File: config.mk
export PLATFORM = sky130hd
export DESIGN_NAME = lab4_net_ring_output_arbiter
export DESIGN_NICKNAME = d
export VERILOG_FILES = /design/src/rtl/lab4_net_ring_output_arbiter.sv
export SDC_FILE = /design/constraint.sdc
export NUM_CORES = 1
export LEC_CHECK = 0
export BUFFER_PORTS_ARGS = -buffer_cell sky130_fd_sc_hd__buf_2
export CAP_MARGIN = 20
export CORE_AREA = 8 8 96 98
export CTS_CLUSTER_SIZE = 10
export DETAILED_ROUTE_END_ITERATION = 8
export DIE_AREA = 0 0 104 106
export PLACE_DENSITY_LB_ADDON = 0.15
export SYNTH_ARGS = -nofsm -noshare
export SYNTH_HDL_FRONTEND = slang
export SYNTH_SLANG_ARGS = --single-unit
File: constraint.sdc
create_clock -name clk -period 3.9 [get_ports clk]
set_input_delay 0.39 -clock clk [delete_from_list [all_inputs] [get_ports clk]]
set_output_delay 0.39 -clock clk [all_outputs]
set_load 0.05 [all_outputs]
File: src/rtl/lab4_net_ring_output_arbiter.sv
//------------------------------------------------------------------------------
// lab4_net_ring_output_arbiter : per-output round-robin scheduler for a ring
// router with downstream credit tracking and the injection bubble rule.
// Revision: 1.0
//------------------------------------------------------------------------------
`default_nettype none

module lab4_net_ring_output_arbiter #(
  parameter logic [1:0] p_out_dir     = 2'b01,
  parameter int         p_msg_nbits   = 44,
  parameter int         p_num_credits = 4,
  localparam int        c_cred_nbits  = $clog2(p_num_credits + 1)
) (
  input  logic                       clk,
  input  logic                       reset,
  input  logic [2:0]                 in_val,
  output logic [2:0]                 in_rdy,
  input  logic [5:0]                 in_route,
  input  logic [3*p_msg_nbits-1:0]   in_msg,
  output logic                       out_val,
  output logic [p_msg_nbits-1:0]     out_msg,
  input  logic                       credit_ret,
  output logic [c_cred_nbits-1:0]    credits,
  output logic                       credit_err
);

  localparam logic [1:0]              c_dir_term  = 2'b10;
  localparam logic [c_cred_nbits-1:0] c_cred_full = c_cred_nbits'(p_num_credits);
  localparam logic [c_cred_nbits-1:0] c_cred_one  = c_cred_nbits'(1);
  localparam logic [c_cred_nbits-1:0] c_cred_two  = c_cred_nbits'(2);

  logic [1:0]              prio_q,    prio_d;
  logic [c_cred_nbits-1:0] credits_q, credits_d;
  logic                    out_val_q, out_val_d;
  logic [p_msg_nbits-1:0]  out_msg_q, out_msg_d;
  logic                    cred_err_q, cred_err_d;

  logic [2:0] w_elig;
  logic [2:0] w_grant;
  logic       w_send;
  logic       w_has1;
  logic       w_has2;

  assign w_has1 = (credits_q != '0);
  assign w_has2 = (credits_q >= c_cred_two);

  // Injection toward another ring hop must leave one free slot (bubble) so
  // ring traffic can always drain; ejection to the terminal needs no bubble.
  for (genvar i = 0; i < 3; i++) begin : g_elig
    logic w_gate;
    if (i == 1) begin : g_inject
      assign w_gate = (p_out_dir == c_dir_term) ? w_has1 : w_has2;
    end else begin : g_ring
      assign w_gate = w_has1;
    end
    assign w_elig[i] = in_val[i] && (in_route[2*i +: 2] == p_out_dir) && w_gate;
  end

  always_comb begin
    w_grant = 3'b000;
    case (prio_q)
      2'd1: begin
        if      (w_elig[1]) w_grant = 3'b010;
        else if (w_elig[2]) w_grant = 3'b100;
        else if (w_elig[0]) w_grant = 3'b001;
      end
      2'd2: begin
        if      (w_elig[2]) w_grant = 3'b100;
        else if (w_elig[0]) w_grant = 3'b001;
        else if (w_elig[1]) w_grant = 3'b010;
      end
      default: begin
        if      (w_elig[0]) w_grant = 3'b001;
        else if (w_elig[1]) w_grant = 3'b010;
        else if (w_elig[2]) w_grant = 3'b100;
      end
    endcase
  end

  // Grants are already qualified by in_val, so any grant is a transfer.
  assign w_send = |w_grant;
  assign in_rdy = reset ? w_grant : 3'b000;

  always_comb begin
    out_val_d = w_send;
    out_msg_d = out_msg_q;
    prio_d    = prio_q;
    case (w_grant)
      3'b001: begin
        out_msg_d = in_msg[0*p_msg_nbits +: p_msg_nbits];
        prio_d    = 2'd1;
      end
      3'b010: begin
        out_msg_d = in_msg[1*p_msg_nbits +: p_msg_nbits];
        prio_d    = 2'd2;
      end
      3'b100: begin
        out_msg_d = in_msg[2*p_msg_nbits +: p_msg_nbits];
        prio_d    = 2'd0;
      end
      default: ;
    endcase
  end

  always_comb begin
    credits_d  = credits_q;
    cred_err_d = cred_err_q;
    if (w_send && !credit_ret) begin
      credits_d = credits_q - c_cred_one;
    end else if (!w_send && credit_ret) begin
      if (credits_q == c_cred_full) cred_err_d = 1'b1;
      else                          credits_d  = credits_q + c_cred_one;
    end
  end

  always_ff @(posedge clk or negedge reset) begin
    if (!reset) begin
      prio_q     <= 2'd0;
      credits_q  <= c_cred_full;
      out_val_q  <= 1'b0;
      out_msg_q  <= '0;
      cred_err_q <= 1'b0;
    end else begin
      prio_q     <= prio_d;
      credits_q  <= credits_d;
      out_val_q  <= out_val_d;
      out_msg_q  <= out_msg_d;
      cred_err_q <= cred_err_d;
    end
  end

  assign out_val    = out_val_q;
  assign out_msg    = out_msg_q;
  assign credits    = credits_q;
  assign credit_err = cred_err_q;

endmodule

`default_nettype wire

==> results of run 1 <==
==> logic make-up after synthesis <==
group                    synth area share
adder cells (fa/ha/maj)            0.0221
XOR/XNOR                          0.00277
flip-flops                          0.404
AO/OA/AOI/OAI                       0.427
buffers and inverters              0.0838
AND/OR/NAND/NOR                    0.0605
==> stage by stage <==
step | cells | util
finish | 601 | 0.537
global route | 601 | 0.537
CTS | 601 | 0.537
detailed placement | 594 | 0.526
global placement | 594 | 0.526
floorplan | 320 | -
==> power groups by stage <==
| stage | sequential (uW) | clock [uW] | combinational [uW] |
|---|---|---|---|
| 2_1_floorplan | 1850 | 0 | 1050 |
| 3_3_place_gp | 979 | 0 | 2420 |
| 3_5_place_dp | 985 | 0 | 2450 |
| 4_1_cts | 977 | 316 | 2450 |
| 5_1_grt | 1010 | 337 | 2600 |
| 6_report | 977 | 305 | 2440 |
==> flip-flops by register name (all words and copies together), names as in the netlist <==
register / flops
credit_err: 1
credits: 3
out_val: 1
out_msg: 44
prio_q: 2
==> layer usage <==
| layer | vias up | wire length (um) | global-route usage |
|---|---|---|---|
| met5 | - | 0 | 0 |
| li1 | 1607 | - | - |
| met1 | 1632 | 5040 | 0.251 |
| met4 | 0 | 122 | 0.0579 |
| met2 | 163 | 5650 | 0.339 |
| met3 | 10 | 752 | 0.0484 |
==> final cells by class <==
type	instances	area [um2]
Timing Repair Buffer	204	1040
Inverter	10	37.5
Fill cell	781	3640
Sequential cell	51	1280
Tap cell	105	131
Clock inverter	2	13.8
Multi-Input combinational cell	224	1640
Clock buffer	5	68.8
==> worst reg2reg max path, stage by stage (launching register included) <==
cell	delay (ns)
sky130_fd_sc_hd__dfrtp_1	0.37
sky130_fd_sc_hd__inv_1	0.06
sky130_fd_sc_hd__ha_1	0.44
sky130_fd_sc_hd__or2_2	0.38
sky130_fd_sc_hd__or4_1	0.57
sky130_fd_sc_hd__o31ai_4	0.21
sky130_fd_sc_hd__buf_4	0.46
sky130_fd_sc_hd__a22oi_1	0.17
sky130_fd_sc_hd__a31oi_1	0.20
==> path summary, 6_finish.rpt <==
kind	slack, ns	endpoint	cells past startpoint	from
max	0.96	out_msg[29]	8	prio_q[0]
min	0.07	out_val	1	reset
max reg2reg	0.96	out_msg[29]	8	prio_q[0]
min reg2reg	0.48	credit_err	1	credit_err
max in group asynchronous	3.00	out_msg[13]	2	reset
min in group clk	0.35	out_msg[7]	3	in_msg[7]
==> cells in the final DEF (no fill, tap or decap), types with 3 or more instances in the layout <==
cell,netlist,routed
sky130_fd_sc_hd__buf_4,6,9
sky130_fd_sc_hd__nor2_1,9,9
sky130_fd_sc_hd__inv_1,10,10
sky130_fd_sc_hd__o21ai_0,27,27
sky130_fd_sc_hd__a21oi_1,30,30
sky130_fd_sc_hd__a22oi_1,44,44
sky130_fd_sc_hd__dfrtp_1,50,50
sky130_fd_sc_hd__o22ai_1,20,20
sky130_fd_sc_hd__a2bb2oi_1,5,5
sky130_fd_sc_hd__a31oi_1,25,25
sky130_fd_sc_hd__clkbuf_8,0,5
sky130_fd_sc_hd__buf_2,12,195
sky130_fd_sc_hd__ha_1,4,4
sky130_fd_sc_hd__a2bb2oi_2,14,14
sky130_fd_sc_hd__nand3b_1,3,3
sky130_fd_sc_hd__nand2_1,4,4
sky130_fd_sc_hd__nand3_1,4,4
==> impl_metrics.sql, run 1 <==
INSERT INTO impl_metrics (metric_group, metric, value, unit) VALUES
('timing', 'timing_worst_slew_pin_value', '0.884', 'ns'),
('global_routing', 'grt_first_pass_wirelength', '18500', 'um'),
('worst_setup_path', 'path_class', 'reg -> reg', ''),
('logic_synthesis', 'synth-edff-count', '0', ''),
('worst_setup_path', 'critical_path.cell_chain', 'inv_1 > ha_1 > or2_2 > or4_1 > o31ai_4 > buf_4 > a22oi_1 > a31oi_1', ''),
('clocking', 'cts.sinks', '51', ''),
('logic_synthesis', 'yosysTopAreaCellShare', '0.395', ''),
('timing', 'finClkSkew', '0.00593', 'ns'),
('placed_design', 'numPortBuffers', '195', ''),
('clocking', 'insertion_delay', '0.30', 'ns'),
('timing', 'layout_setup_ws', '0.958', 'ns'),
('logic_synthesis', 'synthesis.area', '3160', 'um2'),
('clocking', 'cts_inserted_buffers', '5', ''),
('min_path', 'worstHoldPathType', 'in -> async', ''),
('die', 'die_area', '11000', 'um2'),
('clocking', 'h-tree-depth', '2', ''),
('placed_design', 'hpwlAfterDp', '8490', 'um'),
('global_routing', 'grt_remaining_overflow', '0', ''),
('placed_design', 'gpl.final_weighted_congestion', '0.848', ''),
('logic_synthesis', 'cell_with_the_most_instances_after_synthesis', 'sky130_fd_sc_hd__dfrtp_1', ''),
('clocking', 'cts_tree', 'yes', ''),
('timing', 'fmax', '0.340', 'GHz'),
('clocking', 'cts-hold-fix-buffers', '0', ''),
('worst_setup_path', 'critical_path.max_stage_delay', '0.57', 'ns'),
('detailed_routing', 'antenna_violating_nets_post_route', '0', ''),
('pwr', 'power.share.sequential', '0.262', ''),
('placed_design', 'post-place-ws', '0.985', 'ns'),
('die', 'floorplan.initialDensity', '0.403', ''),
('detailed_routing', 'avgViaCountPerCell', '5.68', ''),
('logic_synthesis', 'synth-async-reset-ratio', '1.00', ''),
('die', 'placement_rows', '33', ''),
('detailed_routing', 'totalWireLength', '11600', 'um'),
('clocking', 'post_cts_resized', '0', ''),
('finish', 'area.growth.synth_to_final', '33.0', '%'),
('clocking', 'worst_setup_hold_path_clk_slew', '0.09', 'ns'),
('worst_setup_path', 'endpoint_kind', 'register', ''),
('pwr', 'pwr_density_cell', '885', 'nW/um2'),
('clocking', 'post_cts_buffers', '0', ''),
('timing', 'relSlewSlack', '0.410', ''),
('die', 'floorplan.die.width', '104', 'um'),
('pwr', 'internal-power', '1650', 'uW'),
('placed_design', 'placement.cell_area', '4130', 'um2'),
('detailed_routing', 'drt_pass1_iterations', '4', ''),
('finish', 'drive_above_1_share', '0.482', ''),
('clocking', 'cts-root-to-sink-buffers', '2', ''),
('detailed_routing', 'drc', '0', ''),
('global_routing', 'overall_global_routing_resource_usage', '0.201', ''),
('timing', 'setup_total_negative_slack', '0', 'ns'),
('die', 'die_height', '106', 'um'),
('detailed_routing', 'drt-wirelength-per-cell', '19.2', 'um'),
('die', 'fp.coreArea', '7850', 'um2'),
('logic_synthesis', 'synth_top_cell_by_area', 'sky130_fd_sc_hd__dfrtp_1', ''),
('logic_synthesis', 'synth.yosys.seq_area_share', '0.404', ''),
('status', 'outcome', 'finished, final reports clean', ''),
('logic_synthesis', 'postSynthCellCount', '320', ''),
('pwr', 'clockPowerShare', '0.082', ''),
('detailed_routing', 'vias', '3412', ''),
('logic_synthesis', 'synth.net_count', '469', ''),
('worst_setup_path', 'arrival', '3.16', 'ns'),
('finish', 'post-route-cell-area', '4210', 'um2'),
('detailed_routing', 'drt_first_iter_violations', '189', ''),
('logic_synthesis', 'synth_unique_cells', '52', ''),
('pwr', 'switching_share', '0.556', ''),
('clocking', 'ctsRootBufferMaster', 'sky130_fd_sc_hd__clkbuf_8', ''),
('logic_synthesis', 'yosys_register_bits', '51', ''),
('finish', 'diodes', '0', ''),
('timing', 'hold_slack', '0.0723', 'ns'),
('timing', 'fin_crit_sh', '0.754', ''),
('timing', 'rsz0062_at_grt', 'false', ''),
('pwr', 'switching_power', '2070', 'uW'),
('timing', 'final-setup-viol-count', '0', '');
(Power assumes the default switching activity.)
==> inputs of run 2 (changes only) <==
==> constraint.sdc (replaced) <==
create_clock -name clk -period 3.05 [get_ports clk]
set_input_delay 0.305 -clock clk [delete_from_list [all_inputs] [get_ports clk]]
set_output_delay 0.305 -clock clk [all_outputs]
set_load 0.05 [all_outputs]
==> impl_metrics.sql, run 2 (synthesized netlist as in run 1, its figures left out) <==
INSERT INTO impl_metrics (metric_group, metric, value, unit) VALUES
('status', 'outcome', 'finished, final reports clean', ''),
('finish', 'largest_register_ff_count', '44', ''),
('detailed_routing', 'drt-wirelength-per-cell', '19.4', 'um'),
('timing', 'layout_setup_ws', '0.312', 'ns'),
('finish', 'most_frequent_cells_in_the_layout', 'sky130_fd_sc_hd__buf_2 (195), sky130_fd_sc_hd__dfrtp_1 (50), sky130_fd_sc_hd__a22oi_1 (44)', ''),
('detailed_routing', 'antenna_violating_nets_post_route', '0', ''),
('timing', 'period_minus_slack', '2.74', 'ns'),
('worst_setup_path', 'r2r_start', 'credits[2]', ''),
('placed_design', 'numPortBuffers', '195', ''),
('die', 'fp.coreArea', '7850', 'um2'),
('placed_design', 'gpl.final_weighted_congestion', '0.852', ''),
('timing', 'setup_total_negative_slack', '0', 'ns'),
('finish', 'area.growth.synth_to_final', '35.5', '%'),
('detailed_routing', 'drc', '0', ''),
('clocking', 'h-tree-depth', '2', ''),
('die', 'floorplan.initialDensity', '0.403', ''),
('worst_setup_path', 'reg2reg_path_depth', '11', ''),
('pwr', 'max-vdd-ir-drop', '0.495', 'mV'),
('timing', 'final-setup-viol-count', '0', ''),
('pwr', 'power_leakage', '0.00192', 'uW'),
('die', 'io-pin-count', '196', ''),
('worst_setup_path', 'r2r-end', 'credits[2]', ''),
('die', 'placement_rows', '33', ''),
('worst_setup_path', 'arrival', '2.43', 'ns'),
('global_routing', 'number_of_antenna_violations_at_the_first_check_in_global_routing', '0', ''),
('worst_setup_path', 'crit_path_start_kind', 'register', ''),
('clocking', 'ctsRootBufferMaster', 'sky130_fd_sc_hd__clkbuf_8', ''),
('global_routing', 'gr-usage-met2', '0.348', ''),
('pwr', 'pwr_density_cell', '1130', 'nW/um2'),
('global_routing', 'grt_remaining_overflow', '0', ''),
('finish', 'final_net_count', '647', ''),
('die', 'floorplan.die.width', '104', 'um'),
('finish', 'final_common_cell', 'sky130_fd_sc_hd__buf_2', ''),
('die', 'die_area', '11000', 'um2'),
('clocking', 'cts.sinks', '51', ''),
('global_routing', 'grt_first_pass_wirelength', '18800', 'um'),
('clocking', 'post_cts_resized', '0', ''),
('global_routing', 'maximum_number_of_pins_on_one_net_before_global_route_repair', '46', ''),
('clocking', 'post_cts_buffers', '0', ''),
('timing', 'finClkSkew', '0.00572', 'ns'),
('global_routing', 'overall_global_routing_resource_usage', '0.204', ''),
('clocking', 'cts_inserted_buffers', '5', ''),
('worst_setup_path', 'required', '2.74', 'ns'),
('timing', 'drv_slew', '0', ''),
('placed_design', 'post-place-ws', '0.307', 'ns'),
('detailed_routing', 'totalWireLength', '11700', 'um'),
('clocking', 'cts-hold-fix-buffers', '0', ''),
('worst_setup_path', 'endpoint_kind', 'output port', ''),
('global_routing', 'grt.busiest_layer', 'met2', ''),
('global_routing', 'first_global_vias', '3641', ''),
('run', 'cap_viol_max_count', '0', ''),
('global_routing', 'grt_use_met3', '0.0587', ''),
('clocking', 'cts_tree', 'yes', ''),
('timing', 'fmax', '0.365', 'GHz'),
('detailed_routing', 'drt_pass1_iterations', '4', ''),
('detailed_routing', 'avgViaCountPerCell', '5.70', ''),
('timing', 'hold_viol_final', '0', ''),
('die', 'die_height', '106', 'um'),
('worst_setup_path', 'crit_fanout', '11', ''),
('global_routing', 'grtUsageMet1', '0.249', ''),
('timing', 'relSlewSlack', '0.552', ''),
('detailed_routing', 'vias', '3438', ''),
('timing', 'rsz0062_at_grt', 'false', ''),
('worst_setup_path', 'path_class', 'reg -> out', ''),
('finish', 'diodes', '0', ''),
('timing', 'fin_crit_sh', '0.898', ''),
('detailed_routing', 'drt_first_iter_violations', '187', ''),
('clocking', 'insertion_delay', '0.30', 'ns'),
('min_path', 'worstHoldPathType', 'in -> async', ''),
('timing', 'hold_slack', '0.0131', 'ns'),
('worst_setup_path', 'timing.reg2reg.setup_slack', '0.34', 'ns'),
('clocking', 'worst_setup_hold_path_clk_slew', '0.10', 'ns'),
('timing', 'timing_worst_slew_pin_value', '0.663', 'ns'),
('placed_design', 'hpwlAfterDp', '8560', 'um'),
('finish', 'drive_above_1_share', '0.482', ''),
('clocking', 'cts-root-to-sink-buffers', '2', '');
run 2: through the flow:
| stage | area [um2] | total power [uW] | util | cells |
|---|---|---|---|---|
| after detailed placement | 4170 | 4420 | 0.532 | 595 |
| after global routing | 4290 | 5160 | 0.547 | 603 |
| after global placement | 4170 | 4370 | 0.532 | 595 |
| final | 4290 | 4870 | 0.547 | 603 |
| after floorplan | 3160 | 3720 | - | 320 |
| after CTS | 4270 | 4890 | 0.545 | 602 |
run 2: final cells by class:
cell class / count / area [um2]
multi-input combinational: 224 / 1640
timing repair buffer: 206 / 1100
tap: 105 / 131
sequential: 51 / 1280
clock inverter: 1 / 30.0
fill: 765 / 3560
clock buffer: 6 / 72.6
inverter: 10 / 37.5
run 2: power breakdown:
part	total, uW	internal [uW]	switching, uW
Clock	469	241	228
Sequential	1250	1020	224
Combinational	3150	954	2200
run 2: worst max-delay path: stages (launching register included):
cell	delay [ns]
sky130_fd_sc_hd__dfrtp_1	0.37
sky130_fd_sc_hd__inv_1	0.06
sky130_fd_sc_hd__ha_1	0.43
sky130_fd_sc_hd__o41ai_1	0.69
sky130_fd_sc_hd__nor2_1	0.08
sky130_fd_sc_hd__o2111a_1	0.28
sky130_fd_sc_hd__buf_2	0.21
run 2: routing by layer:
| layer | share of wire | up-vias |
|---|---|---|
| met1 | 0.42 | 1643 |
| li1 | - | 1610 |
| met4 | 0.0092 | 0 |
| met5 | 0 | - |
| met2 | 0.49 | 174 |
| met3 | 0.080 | 11 |
run 2: worst max path at each step:
stage / start / end / slack (ns) / cells past startpoint
global placement: prio_q[0] / out_msg[34] / 0.42 / 8
global route: prio_q[0] / in_rdy[1] / 0.16 / 6
CTS: prio_q[0] / out_msg[4] / 0.26 / 8
detailed placement: prio_q[0] / out_msg[4] / 0.31 / 8
floorplan: credits[2] / credits[2] / 0.06 / 14
finish: prio_q[0] / in_rdy[1] / 0.31 / 6
==> inputs of run 3 (changes only) <==
--- a/config.mk
+++ b/config.mk
@@ -5,7 +5,7 @@
 export SDC_FILE = /design/constraint.sdc
 export NUM_CORES = 1
 export LEC_CHECK = 0
-export BUFFER_PORTS_ARGS = -buffer_cell sky130_fd_sc_hd__buf_2
+export BUFFER_PORTS_ARGS = -buffer_cell sky130_fd_sc_hd__clkbuf_2
 export CAP_MARGIN = 20
 export CORE_AREA = 8 8 96 98
 export CTS_CLUSTER_SIZE = 10
==> impl_metrics.sql, run 3 (synthesized netlist as in run 1, its figures left out) <==
INSERT INTO impl_metrics (metric_group, metric, value, unit) VALUES
('worst_setup_path', 'endpoint_kind', 'output port', ''),
('timing', 'rsz0062_at_grt', 'false', ''),
('placed_design', 'numPortBuffers', '195', ''),
('min_path', 'hold_path.startpoint', 'in_msg[22]', ''),
('finish', 'area.growth.synth_to_final', '34.7', '%'),
('worst_setup_path', 'critical_path.max_stage_delay', '0.70', 'ns'),
('placed_design', 'hpwlAfterDp', '8700', 'um'),
('clocking', 'cts_tree', 'yes', ''),
('worst_setup_path', 'critical_path.cell_chain', 'inv_1 > ha_1 > buf_4 > o41ai_1 > nor2_1 > o2111a_1 > clkbuf_2', ''),
('clocking', 'worst_setup_hold_path_clk_slew', '0.09', 'ns'),
('detailed_routing', 'drc', '0', ''),
('finish', 'drive_above_1_share', '0.485', ''),
('placed_design', 'gpl.final_weighted_congestion', '0.815', ''),
('timing', 'fin_crit_sh', '0.920', ''),
('worst_setup_path', 'path_class', 'reg -> out', ''),
('global_routing', 'grt_first_pass_wirelength', '18900', 'um'),
('detailed_routing', 'drt-wirelength-per-cell', '19.0', 'um'),
('global_routing', 'maximum_number_of_pins_on_one_net_before_global_route_repair', '46', ''),
('detailed_routing', 'drt_pass1_iterations', '4', ''),
('global_routing', 'overall_global_routing_resource_usage', '0.204', ''),
('finish', 'filler_cell_count', '762', ''),
('pwr', 'power_leakage', '0.00197', 'uW'),
('placed_design', 'place_inst', '597', ''),
('timing', 'relSlewSlack', '0.393', ''),
('min_path', 'worstHoldPathCells', '3', ''),
('finish', 'final_common_cell', 'sky130_fd_sc_hd__clkbuf_2', ''),
('worst_setup_path', 'worst_path_dominant_cell_family', 'compound AO/OA/AOI/OAI gates', ''),
('finish', 'layoutNonFillerInstCount', '606', ''),
('detailed_routing', 'antenna_violating_nets_post_route', '0', ''),
('detailed_routing', 'avgViaCountPerCell', '5.55', ''),
('worst_setup_path', 'r2r_start', 'credits[2]', ''),
('placed_design', 'placement.cell_area', '4150', 'um2'),
('detailed_routing', 'totalWireLength', '11500', 'um'),
('status', 'outcome', 'finished, final reports clean', ''),
('detailed_routing', 'drt_first_iter_violations', '240', ''),
('die', 'placement_rows', '33', ''),
('min_path', 'worstHoldPathType', 'in -> reg', ''),
('timing', 'period_minus_slack', '2.81', 'ns'),
('clocking', 'insertion_delay', '0.31', 'ns'),
('timing', 'finClkSkew', '0.00824', 'ns'),
('clocking', 'ctsRootBufferMaster', 'sky130_fd_sc_hd__clkbuf_8', ''),
('run', 'cap_viol_max_count', '0', ''),
('die', 'die_area', '11000', 'um2'),
('clocking', 'cts_inserted_buffers', '5', ''),
('detailed_routing', 'vias', '3361', ''),
('pwr', 'pwr_density_cell', '1140', 'nW/um2'),
('worst_setup_path', 'arrival', '2.50', 'ns'),
('worst_setup_path', 'crit_cells', '7', ''),
('timing', 'timing_worst_slew_pin_value', '0.910', 'ns'),
('timing', 'final-setup-viol-count', '0', ''),
('die', 'floorplan.die.width', '104', 'um'),
('worst_setup_path', 'reg2reg_path_depth', '11', ''),
('finish', 'post-route-cell-area', '4260', 'um2'),
('die', 'die_height', '106', 'um'),
('global_routing', 'first_global_vias', '3775', ''),
('global_routing', 'number_of_antenna_violations_at_the_first_check_in_global_routing', '0', ''),
('clocking', 'post_cts_resized', '0', ''),
('timing', 'setup_total_negative_slack', '0', 'ns'),
('worst_setup_path', 'startpoint', 'prio_q[0]', ''),
('global_routing', 'grt_remaining_overflow', '0', ''),
('die', 'fp.coreArea', '7850', 'um2'),
('worst_setup_path', 'crit_fanout', '10', ''),
('worst_setup_path', 'required', '2.74', 'ns'),
('finish', 'diodes', '0', ''),
('finish', 'largest_register_ff_count', '44', ''),
('finish', 'most_frequent_cells_in_the_layout', 'sky130_fd_sc_hd__clkbuf_2 (195), sky130_fd_sc_hd__dfrtp_1 (50), sky130_fd_sc_hd__a22oi_1 (44)', ''),
('die', 'floorplan.initialDensity', '0.403', ''),
('worst_setup_path', 'crit_path_start_kind', 'register', ''),
('clocking', 'cts-root-to-sink-buffers', '2', ''),
('die', 'io-pin-count', '196', ''),
('pwr', 'max-vdd-ir-drop', '0.503', 'mV'),
('clocking', 'h-tree-depth', '2', ''),
('timing', 'drv_slew', '0', ''),
('finish', 'final_net_count', '649', ''),
('timing', 'fmax', '0.356', 'GHz'),
('worst_setup_path', 'worstPathBufferInverterCount', '3', ''),
('worst_setup_path', 'slowest_stage', 'sky130_fd_sc_hd__o41ai_1', ''),
('timing', 'hold_viol_final', '0', ''),
('clocking', 'cts.sinks', '51', '');
## run 3: per-stage QoR
stage               setup slack (ns)  hold WS, ns   util  power (uW)
finish                         0.244        0.248  0.543        4850
CTS                            0.246        0.237  0.543        4890
floorplan                     0.0613      0.00941      -        3720
global placement               0.419        0.324  0.529        4380
detailed placement             0.310        0.337  0.529        4440
global route                  0.0997        0.243  0.543        5150
## run 3: path summary, 6_finish.rpt
kind | end | slack, ns
max in group asynchronous | credits[2] | 1.62
setup reg to reg | credits[2] | 0.26
min in group asynchronous | out_msg[16] | 0.55
setup / recovery | in_rdy[1] | 0.24
hold / removal | out_msg[22] | 0.25
hold reg to reg | credit_err | 0.49
## run 3: power by group
part	switching [uW]	internal, uW	leakage, uW	total, uW
Combinational	2210	937	0.00135	3140
Clock	232	207	0.0000505	439
Sequential	241	1020	0.000574	1270
Total	2680	2170	0.00197	4850
## run 3: worst reg2reg max path: stages, from the launching register on
cell and delay [ns]:
sky130_fd_sc_hd__dfstp_2 0.65, sky130_fd_sc_hd__or3_1 0.32, sky130_fd_sc_hd__a22oi_2 0.15, sky130_fd_sc_hd__nand2_2 0.10, sky130_fd_sc_hd__o21a_1 0.18, sky130_fd_sc_hd__ha_1 0.25
sky130_fd_sc_hd__inv_1 0.11, sky130_fd_sc_hd__fa_1 0.43, sky130_fd_sc_hd__nor3_1 0.19, sky130_fd_sc_hd__a21oi_1 0.05, sky130_fd_sc_hd__o21ai_0 0.18, sky130_fd_sc_hd__o31ai_1 0.11
## run 3: cell type report
class / instances / area, um2 / share of cell area
multi-input combinational: 224 / 1640 / 0.384
sequential: 51 / 1280 / 0.300
timing repair buffer: 208 / 1080 / 0.252
tap: 105 / 131 / 0.0308
clock buffer: 7 / 96.3 / 0.0226
inverter: 10 / 37.5 / 0.00881
clock inverter: 1 / 7.51 / 0.00176
## run 3: what timing repair did
item | in CTS | in global routing
buffers inserted | 0 | 0
hold buffers | 1 | 0
endpoints found under the hold margin | 18 | 0
## run 3: routing by layer
metal,track usage,wire (um),vias up
met5,0,0,-
met4,0.0445,129,0
met3,0.0575,868,10
met2,0.356,5630,135
met1,0.245,4880,1605
li1,-,-,1611
